[src/rtl/llfifo_pkg.sv]
// Shared types for the linked-list FIFO and its command front end.
// Queue IDs, payload word and per-queue non-empty flags.
package llfifo_pkg;

  localparam int ID_N   = 4;
  localparam int PTR_N  = 16;
  localparam int WORD_W = 8;

  typedef logic [$clog2(ID_N)-1:0] id_t;
  typedef logic [WORD_W-1:0]       word_t;
  typedef logic [ID_N-1:0]         empty_t;

endpackage

[src/rtl/llfifo_cmd_arb.sv]
// Push/pop command arbiter in front of the linked-list FIFO: one command per
// cycle, round-robin on contention, in-order pop responses one cycle later.
module llfifo_cmd_arb
  import llfifo_pkg::*;
#(
  parameter bit POP_FIRST = 1'b1
) (
  input  logic   clk,
  input  logic   rst_n,

  input  logic   push_vld,
  output logic   push_rdy,
  input  id_t    push_id,
  input  word_t  push_data,

  input  logic   pop_vld,
  output logic   pop_rdy,
  input  id_t    pop_id,

  output logic   rsp_vld,
  output logic   rsp_err,
  output id_t    rsp_id,
  output word_t  rsp_data,

  output logic   cmd_pass,
  output logic   cmd_push,
  output id_t    cmd_id,
  output word_t  cmd_push_data,

  input  word_t  cmd_pop_data,
  input  logic   full_r,
  input  empty_t nempty_r,
  input  logic   busy_r
);

  logic  hold_vld;
  id_t   hold_id;
  word_t hold_data;
  logic  rr_pop;

  logic  rsp_vld_q;
  logic  rsp_err_q;
  id_t   rsp_id_q;

  logic  push_elig;
  logic  pop_elig;
  logic  pop_err;
  logic  contend;
  logic  grant_push;
  logic  grant_pop;
  logic  push_hs;

  always_comb begin
    push_elig  = hold_vld & ~full_r & ~busy_r;
    pop_elig   = pop_vld & ~busy_r & nempty_r[pop_id];
    pop_err    = pop_vld & ~busy_r & ~nempty_r[pop_id];
    contend    = push_elig & pop_elig;
    grant_pop  = pop_elig & (~push_elig | rr_pop);
    grant_push = push_elig & (~pop_elig | ~rr_pop);
  end

  // Handshake outputs are forced low while reset is held.
  always_comb begin
    push_rdy      = rst_n & (~hold_vld | grant_push);
    pop_rdy       = rst_n & (grant_pop | pop_err);
    cmd_pass      = rst_n & (grant_push | grant_pop);
    cmd_push      = grant_push;
    cmd_id        = grant_push ? hold_id : pop_id;
    cmd_push_data = hold_data;
    push_hs       = push_vld & push_rdy;
  end

  always_ff @(posedge clk) begin
    if (!rst_n) begin
      hold_vld  <= 1'b0;
      hold_id   <= '0;
      hold_data <= '0;
    end else if (push_hs) begin
      hold_vld  <= 1'b1;
      hold_id   <= push_id;
      hold_data <= push_data;
    end else if (grant_push) begin
      hold_vld  <= 1'b0;
    end
  end

  // The flag only moves when both sides competed for the command slot.
  always_ff @(posedge clk) begin
    if (!rst_n) begin
      rr_pop <= POP_FIRST;
    end else if (contend) begin
      rr_pop <= ~rr_pop;
    end
  end

  always_ff @(posedge clk) begin
    if (!rst_n) begin
      rsp_vld_q <= 1'b0;
      rsp_err_q <= 1'b0;
      rsp_id_q  <= '0;
    end else begin
      rsp_vld_q <= pop_rdy;
      rsp_err_q <= pop_err;
      if (pop_rdy) begin
        rsp_id_q <= pop_id;
      end
    end
  end

  // Read data arrives from the SRAM one cycle after the pop command.
  always_comb begin
    rsp_vld  = rst_n & rsp_vld_q;
    rsp_err  = rsp_err_q;
    rsp_id   = rsp_id_q;
    rsp_data = (rsp_vld_q & ~rsp_err_q) ? cmd_pop_data : '0;
  end

endmodule
[config.mk]
export PLATFORM = sky130hd
export DESIGN_NAME = llfifo_cmd_arb
export DESIGN_NICKNAME = d
export VERILOG_FILES = /design/src/rtl/llfifo_pkg.sv /design/src/rtl/llfifo_cmd_arb.sv
export SDC_FILE = /design/constraint.sdc
export NUM_CORES = 1
export LEC_CHECK = 0
export ABC_CLOCK_PERIOD_IN_PS = 2500
export CORE_MARGIN = 2
export CORE_UTILIZATION = 38
export CTS_BUF_LIST = sky130_fd_sc_hd__clkbuf_8
export DETAILED_ROUTE_END_ITERATION = 7
export PLACE_DENSITY_LB_ADDON = 0.15
export RECOVER_POWER = 25
export SETUP_SLACK_MARGIN = 0.02
export SYNTH_ARGS = -nofsm -noshare
export SYNTH_HDL_FRONTEND = slang
export SYNTH_SLANG_ARGS = --single-unit
export TNS_END_PERCENT = 20
[constraint.sdc]
create_clock -name clk -period 2.5 [get_ports clk]
set_input_delay 0.625 -clock clk [delete_from_list [all_inputs] [get_ports clk]]
set_output_delay 0.625 -clock clk [all_outputs]
set_load 0.01 [all_outputs]
Word level (Yosys, flattened, before mapping):

Cells that the tools add are included.

* input port bits: 30
* RAM bits: 0
* memories kept: 0
* latch bits: 0
* bits in read-only memories: 0
* register bits after elaboration: 16
* word-level logic and storage cells: 42

* $add $sub $neg: 0
* div/mod/pow operators: 0
* equal/unequal tests: 0
* shift-type cells: 0
* $lt $le $gt $ge: 1
* multiplexer cells: 6
* bitwise logic cells: 27
* multipliers: 0
* reduce and logical (&&, ||, !) cells: 1

Operators with widths (count)
* $and 1x1->1: 14
* $mux 8: 1
* $not 1->1: 8
* $or 1x1->1: 5
* $lt 2x3->1 const B: 1
* $mux 1: 3
* $bmux 1 s2: 1
* $mux 2: 1
* $reduce_bool 2->1: 1

Depth between registers and ports, before layout:

Gate-level depths: netlist of the first run.

* word-level depth: 10
* mapped depth: 5
* gate-level depth less buffers: 4

Least setup slack after synthesis of the first run:

Ideal clock, no wire load.

* kind: input to output
* from: input pop_id[0]
* to: output cmd_id[0]
* stages on the path: 4
* arrival time: 1.641 ns
* slack: 0.234 ns
* path through: mux2_2 > o2bb2ai_4 > nor2_4 > mux2_2

* cells in the longest elaborated chain, start to end: 7

Ends and longest elaborated chain
* from (decl): RTL line llfifo_cmd_arb.sv:18 `input id_t pop_id,`
* $bmux 1 s2: RTL line llfifo_cmd_arb.sv:55 `pop_elig = pop_vld & ~busy_r & nempty_r[pop_id];`
* $mux 1 (implied by the code): RTL line llfifo_cmd_arb.sv:55
* $and 1x1->1: RTL line llfifo_cmd_arb.sv:55
* $not 1->1: RTL line llfifo_cmd_arb.sv:59 `grant_push = push_elig & (~pop_elig | ~rr_pop);`
* $or 1x1->1: RTL line llfifo_cmd_arb.sv:59
* $and 1x1->1: RTL line llfifo_cmd_arb.sv:59
* via cmd_push: RTL line llfifo_cmd_arb.sv:26 `output logic cmd_push,`
* $mux 2: RTL line llfifo_cmd_arb.sv:68 `cmd_id = grant_push ? hold_id : pop_id;`
* to (decl): RTL line llfifo_cmd_arb.sv:27 `output id_t cmd_id,`

The timed path passes the listed nets, and every way through them passes these cells. The select of a mux whose other input is x is not followed.

Final worst setup path of the first run:

* from: input pop_id[0]
* to: output cmd_id[0]

* cells in the longest elaborated chain, start to end: 7

Ends and longest elaborated chain (RTL line)
* $bmux 1 s2: llfifo_cmd_arb.sv:55
* $mux 1 (implied by the code): llfifo_cmd_arb.sv:55
* $and 1x1->1: llfifo_cmd_arb.sv:55
* $not 1->1: llfifo_cmd_arb.sv:59
* $or 1x1->1: llfifo_cmd_arb.sv:59
* $and 1x1->1: llfifo_cmd_arb.sv:59
* $mux 2 (*): llfifo_cmd_arb.sv:68

Mark *: on every way between the ends. The rest lies on a longest branch, timed or not. The select of a mux whose other input is x is not followed.

==> implementation parameters, run 1 <==
Parameter                              Value

Synthesis
  Distinct cell type count of the synthesized netlist ... 28
  Total number of yosys warnings ... 0
  Biggest area contributors in the synthesized netlist ... dfxtp_1 35%, mux2i_1 12%, nand2_1 7.8%
  Post-synthesis instance area ... 909.6 sq um
  Seq/Total Area, Yosys ... 0.3521
  Avg Synthesized Cell Area ... 9.378 sq um
  Share of the synthesized area in the top cell type ... 0.3521
  #FFs+latches synth ... 16
  Syn Nets ... 127
  Area leader, netlist ... dfxtp_1
  Post-synthesis instance total ... 97

Placed design
  Placed inst area ... 1639 sq um
  Number of port buffers ... 55
  Final HPWL from detailed placement ... 2121 um
  Placer's final routability congestion estimate ... 0.8272
  Cell count after placement ... 197

Global route
  Aggregate global-route resource usage ... 0.1977
  Antenna violations before repair ... 0
  Global-route wire length before repair ... 4043 um
  Via count of the first global-routing pass ... 937
  Grt total ovfl ... 0
  Pin count of the biggest net entering global routing ... 11

Critical path
  CP dominant cell by count ... mux2_4
  Startpoint class of the critical path ... input port
  Worst reg2reg setup slack ... 880 ps
  RR Startpoint ... hold_vld
  CP max FO ... 4
  Max incr delay on CP ... 330 ps
  Crit Reg-Reg Endpoint ... hold_id[0]
  Critical-path cell list ... buf_4 > mux2_4 > o2bb2ai_4 > nor2_4 > mux2_4 > buf_6
  Critical Path Slowest Stage Cell ... mux2_4
  Logic depth of the worst register-to-register path ... 7
  Worst Path Class, Setup ... input port to output pin
  Worst path required time ... 1880 ps
  Kind of end point of the critical path ... output pin
  CP Data Arrival Time ... 1820 ps

Clock tree
  Clock tree root driver cell ... clkbuf_8
  Quantity of hold-fixing buffers added after cts ... 0
  Clock latency of the later-clocked register in the worst-skew pair ... 240 ps
  Clock buffer depth ... 2
  CTS H-Tree Depth ... 1
  Inserted Clock Buffers ... 3
  Clock slew at the register clock pins of the worst setup and hold paths ... 60 ps
  TritonCTS clock tree ... built
  Sinks on the clock net ... 16

STA
  Setup-failing EPs final ... 0
  Unrepaired setup endpoints after global routing ... no
  Final-report max-slew violation count ... 0
  Least-Margin Pin Slew ... 335.3 ps
  Worst max-slew margin expressed relative to the limit ... 0.7760
  Number of hold-slack violations in the final timing report ... 0
  Maximum clock frequency ... 409.1 MHz
  Worst clock skew ... 2.306 ps
  Clock period minus final worst setup slack ... 2444 ps
  Tcrit/Tclk final ... 0.9778

Cells and area
  Number of standard cells in the layout, taps in and fillers out ... 201
  Filler Cells Inserted ... 179
  Fraction of final layout cells sized beyond drive strength 1 ... 0.2890
  Final design instance area without fill ... 1675 sq um
  Reg area ... 320.3 sq um
  Number of diodes ... 0
  Net count reported at finish ... 204
  P&R area growth vs syn ... 84.18%
  Multi-input gate area in the final layout ... 556.8 sq um

Floorplan
  Boundary Pins ... 56
  Number of core rows ... 17
  Full die area ... 2801 sq um
  Die Wd ... 52.93 um
  Starting utilization of the core area ... 0.4073
  Floorplan Core Area ... 2233 sq um
  Die height ... 52.93 um

Status
  Outcome ... complete, no violations

Routing
  Routed vias ... 937
  First drt pass iteration count ... 3
  Post-DR vias/cell ... 4.662
  Number of remaining DRC errors ... 0
  Routed length per instance ... 12.45 um
  Routed WL ... 2502 um
  Antenna viol nets, final ... 0
  Number of DRC markers after the initial detailed-route iteration ... 3

Power and ir drop
  Pwr Density ... 422.0 nW/um^2
  Leakage power of the design ... 0.7570 nW
  Overall power ... 0.7070 mW
  Maximum vdd ir drop ... 451.2 uV

Worst hold path
  Worst Hold Class ... flip-flop to flip-flop
  Endpoint with the worst hold slack ... rsp_id[0]
  Origin of the worst min-delay path ... rsp_id[0]
  Hold path cells ... 2

Run
  Max-cap check violation count ... 0
==> timing repair <==
action                                 4_1_cts  5_1_grt
buffers inserted                             0        0
setup endpoints to repair                    7        5
endpoints found under the hold margin        0        0
resized for setup                           45       10
pin swaps                                    4        3
==> per-stage QoR <==
| stage | hold WS, ps | util | setup TNS [ps] | worst slack (ps) |
|---|---|---|---|---|
| finish | 457.8 | 0.7501 | 0 | 55.58 |
| global route | 488.5 | 0.7501 | 0 | 28.47 |
| CTS | 456.7 | 0.7641 | 0 | 17.79 |
| detailed placement | 448.0 | 0.7339 | -4322 | -802.5 |
| global placement | 440.1 | 0.7339 | -4058 | -729.5 |
| floorplan | 431.3 | - | 0 | 234.3 |
==> power by group <==
part	switching [mW]	internal, mW
Sequential	0.0103	0.274
Combinational	0.0769	0.125
Clock	0.0820	0.139
==> layer usage <==
layer  wire [um]  part of all wire  GRT usage
met5           0                 0          0
met4          27             0.011    0.05128
met3         222             0.089    0.05932
met2        1262              0.50     0.3646
met1         989              0.40     0.2178
==> Yosys cell counts <==
cell type  count
and3_2         1
nor2_1         2
dfxtp_1       16
and4b_1        1
nand2_1       19
o2bb2ai_4      1
o21ai_1        2
a31oi_4        1
nor2b_1        2
o22ai_2        1
mux2_4         1
mux2_2         3
nand3_1        1
a31oi_1        1
inv_1         11
o31a_1         1
nand4bb_2      1
and2_1        10
nand3b_1       1
o21ai_0        2
buf_6          1
mux4_2         1
nor3b_4        1
nor3b_2        1
o21ai_2        1
clkbuf_1       2
mux2i_1       11
nor2_4         1
==> state kept, by name, summed over array words and instances, names as in the netlist <==
name           flops
cmd_push_data      8
hold_id            2
rsp_id             2
hold_vld           1
rr_pop             1
rsp_err            1
rsp_vld_q          1
==> layout make-up <==
type,count,area share
clock buffer,4,0.03286
inverter,11,0.02465
multi-input combinational,67,0.3323
sequential,16,0.1912
tap,28,0.02091
timing repair buffer,75,0.3981
==> critical path, delay by kind of cell <==
| kind | cells | cell delay [ps] |
|---|---|---|
| compound gates | 1 | 140 |
| simple gates | 1 | 150 |
| mux | 2 | 650 |
| buf+inv | 2 | 250 |
==> worst max-delay path by stage <==
stage	depth (start not counted)	end	start
2_1_floorplan	4	cmd_id[0]	pop_id[0]
3_3_place_gp	6	cmd_id[0]	pop_id[0]
3_5_place_dp	6	cmd_id[0]	pop_id[0]
4_1_cts	6	cmd_id[0]	busy_r
5_1_grt	6	cmd_id[0]	pop_id[0]
6_report	6	cmd_id[0]	pop_id[0]
==> layout by cell type (no fill, tap or decap), drive strengths merged <==
master / instances
nand3b: 1
nor2: 3
a31oi: 2
nand4bb: 1
dfxtp: 16
nor2b: 2
o21ai: 5
and4b: 1
nand3: 1
mux2: 4
o31a: 1
inv: 11
clkbuf: 13
clkdlybuf4s15: 2
mux4: 1
nor3b: 2
and2: 10
dlygate4sd2: 3
and3: 1
buf: 22
o2bb2ai: 1
o22ai: 1
clkdlybuf4s50: 33
mux2i: 11
nand2: 19
dlygate4sd3: 6
==> cells by family after synthesis <==
logic type / count (synthesis) / share of synthesized area
buffers and inverters: 14 / 0.06603
AOI/OAI and AO/OA: 10 / 0.1156
and+or+nand+nor: 41 / 0.2669
muxes: 16 / 0.1994
DFF: 16 / 0.3521
(Power assumes the default switching activity.)
==> inputs of run 2 (changes only) <==
--- a/config.mk
+++ b/config.mk
@@ -13,6 +13,7 @@
 export PLACE_DENSITY_LB_ADDON = 0.15
 export RECOVER_POWER = 25
 export SETUP_SLACK_MARGIN = 0.02
+export SLEW_MARGIN = 30
 export SYNTH_ARGS = -nofsm -noshare
 export SYNTH_HDL_FRONTEND = slang
 export SYNTH_SLANG_ARGS = --single-unit
==> results of run 2 <==
The final DEF is identical to that of run 1; final timing and power are the same.
==> inputs of run 3 (changes only) <==
--- a/config.mk
+++ b/config.mk
@@ -7,9 +7,10 @@
 export LEC_CHECK = 0
 export ABC_CLOCK_PERIOD_IN_PS = 2500
 export CORE_MARGIN = 2
-export CORE_UTILIZATION = 38
+export CORE_UTILIZATION = 35
 export CTS_BUF_LIST = sky130_fd_sc_hd__clkbuf_8
 export DETAILED_ROUTE_END_ITERATION = 7
+export MAX_ROUTING_LAYER = met4
 export PLACE_DENSITY_LB_ADDON = 0.15
 export RECOVER_POWER = 25
 export SETUP_SLACK_MARGIN = 0.02
==> implementation parameters, run 3 (synthesis gave the netlist of run 1 again) <==
Parameter                              Value

Status
  Outcome ... complete, no violations

Clock tree
  Clock latency of the later-clocked register in the worst-skew pair ... 250 ps
  Inserted Clock Buffers ... 3
  CTS H-Tree Depth ... 1
  Clock buffer depth ... 2
  Quantity of hold-fixing buffers added after cts ... 0
  Number of setup buffers added after CTS ... 0
  Sinks on the clock net ... 16
  TritonCTS clock tree ... built
  Clock tree root driver cell ... clkbuf_8
  Clock slew at the register clock pins of the worst setup and hold paths ... 60 ps

Placed design
  Placer's final routability congestion estimate ... 0.7535
  Placed inst area ... 1619 sq um
  Final HPWL from detailed placement ... 1975 um
  Number of port buffers ... 55
  Cell count after placement ... 196

Floorplan
  Die Wd ... 54.98 um
  Full die area ... 3023 sq um
  Number of core rows ... 18
  Floorplan Core Area ... 2477 sq um
  Boundary Pins ... 56
  Starting utilization of the core area ... 0.3672
  Die height ... 54.98 um

Cells and area
  Final design instance area without fill ... 1675 sq um
  Number of diodes ... 0
  Number of standard cells in the layout, taps in and fillers out ... 200
  Commonest cells after routing, fill and taps aside ... 34 x clkdlybuf4s50_1, 19 x nand2_1, 16 x dfxtp_1, 15 x buf_4, 11 x inv_1
  Most frequent standard cell in the layout excluding fill and tap cells ... clkdlybuf4s50_1
  P&R area growth vs syn ... 84.18%
  Flip-flop count of the largest register after layout ... 8
  Fraction of final layout cells sized beyond drive strength 1 ... 0.2588
  Net count reported at finish ... 201

Worst hold path
  Worst Hold Class ... flip-flop to flip-flop
  Origin of the worst min-delay path ... cmd_push_data[2]
  Endpoint with the worst hold slack ... cmd_push_data[2]
  Hold path cells ... 2

Routing
  Post-DR vias/cell ... 4.785
  Post-Route M1 WL ... 959 um
  Number of remaining DRC errors ... 0
  First drt pass iteration count ... 4
  Routed vias ... 957
  Routed length per instance ... 12.58 um
  Number of DRC markers after the initial detailed-route iteration ... 4
  Detailed route wirelength on metal3 ... 286 um
  Antenna viol nets, final ... 0
  Top layer reached by signal wires ... met4
  Routed WL ... 2516 um
  Routed wire length on met2 ... 1234 um

Global route
  Pin count of the biggest net entering global routing ... 18
  Global-route wire length before repair ... 3657 um
  Aggregate global-route resource usage ... 0.1820
  Antenna violations before repair ... 0
  Grt total ovfl ... 0
  Via count of the first global-routing pass ... 840

Critical path
  Logic depth of the worst register-to-register path ... 6
  Kind of end point of the critical path ... output pin
  Worst reg2reg setup slack ... 900 ps
  RR Startpoint ... hold_vld
  CP max FO ... 3
  Worst Path Class, Setup ... input port to output pin
  Startpoint class of the critical path ... input port
  CP Data Arrival Time ... 1820 ps
  Worst path required time ... 1880 ps
  Crit Reg-Reg Endpoint ... cmd_push_data[4]

STA
  Clock period minus final worst setup slack ... 2442 ps
  Worst clock skew ... 0.8687 ps
  Unrepaired setup endpoints after global routing ... no
  Setup-failing EPs final ... 0
  Worst max-slew margin expressed relative to the limit ... 0.7766
  Number of hold-slack violations in the final timing report ... 0
  Tcrit/Tclk final ... 0.9767
  Maximum clock frequency ... 409.6 MHz
  Least-Margin Pin Slew ... 334.4 ps
  Final-report max-slew violation count ... 0

Power and ir drop
  Leakage power of the design ... 0.7552 nW
  Pwr Density ... 426.8 nW/um^2
  Maximum vdd ir drop ... 518.0 uV

Run
  Max-cap check violation count ... 0
[run 3: how the worst max path moves through the flow]
stage,startpoint,to,depth (start not counted)
floorplan,pop_id[0],cmd_id[0],4
global placement,pop_id[0],cmd_id[0],6
detailed placement,pop_id[0],cmd_id[0],6
CTS,pop_vld,cmd_pass,6
global route,nempty_r[3],cmd_id[0],6
finish,nempty_r[3],cmd_id[0],6
[run 3: metal layers]
| metal | up-vias | GRT usage |
|---|---|---|
| met1 | 439 | 0.1872 |
| met4 | 0 | 0.07317 |
| met2 | 41 | 0.3194 |
| met3 | 5 | 0.05914 |
| met5 | - | - |
| li1 | 472 | - |
[run 3: worst max-delay path, cell delays in order]
cell             delay [ps]
clkdlybuf4s15_1         180
mux2_4                  290
o2bb2ai_4               150
nor2_4                  130
mux2_4                  320
buf_6                   120
[run 3: per-stage QoR]
| stage | TNS [ps] | setup slack [ps] | hold slack (ps) | power (mW) | util |
|---|---|---|---|---|---|
| 3_3_place_gp | -4012 | -733.7 | 439.0 | 0.4879 | 0.6535 |
| 4_1_cts | 0 | 20.59 | 455.3 | 0.7249 | 0.6818 |
| 5_1_grt | 0 | 27.40 | 475.2 | 0.7490 | 0.6763 |
| 2_1_floorplan | 0 | 234.3 | 431.3 | 0.3646 | - |
| 6_report | 0 | 58.33 | 449.7 | 0.7150 | 0.6763 |
| 3_5_place_dp | -4232 | -769.7 | 446.0 | 0.4931 | 0.6535 |
[run 3: where the power goes]
part / internal [mW] / switching [mW]
combinational: 0.124 / 0.0767
clock: 0.140 / 0.0911
sequential: 0.274 / 0.0100
total: 0.537 / 0.178
[run 3: cell type report]
type / instances / area (sq um)
Sequential cell: 16 / 320.3
Fill cell: 196 / 802.0
Timing Repair Buffer: 72 / 656.9
Tap cell: 30 / 37.54
Multi-Input combinational cell: 67 / 564.3
Inverter: 11 / 41.29
Clock buffer: 4 / 55.05
[run 3: what timing repair did]
item                       4_1_cts  5_1_grt
resized for setup               43        8
pin swaps                        3        3
setup endpoints to repair        7        4
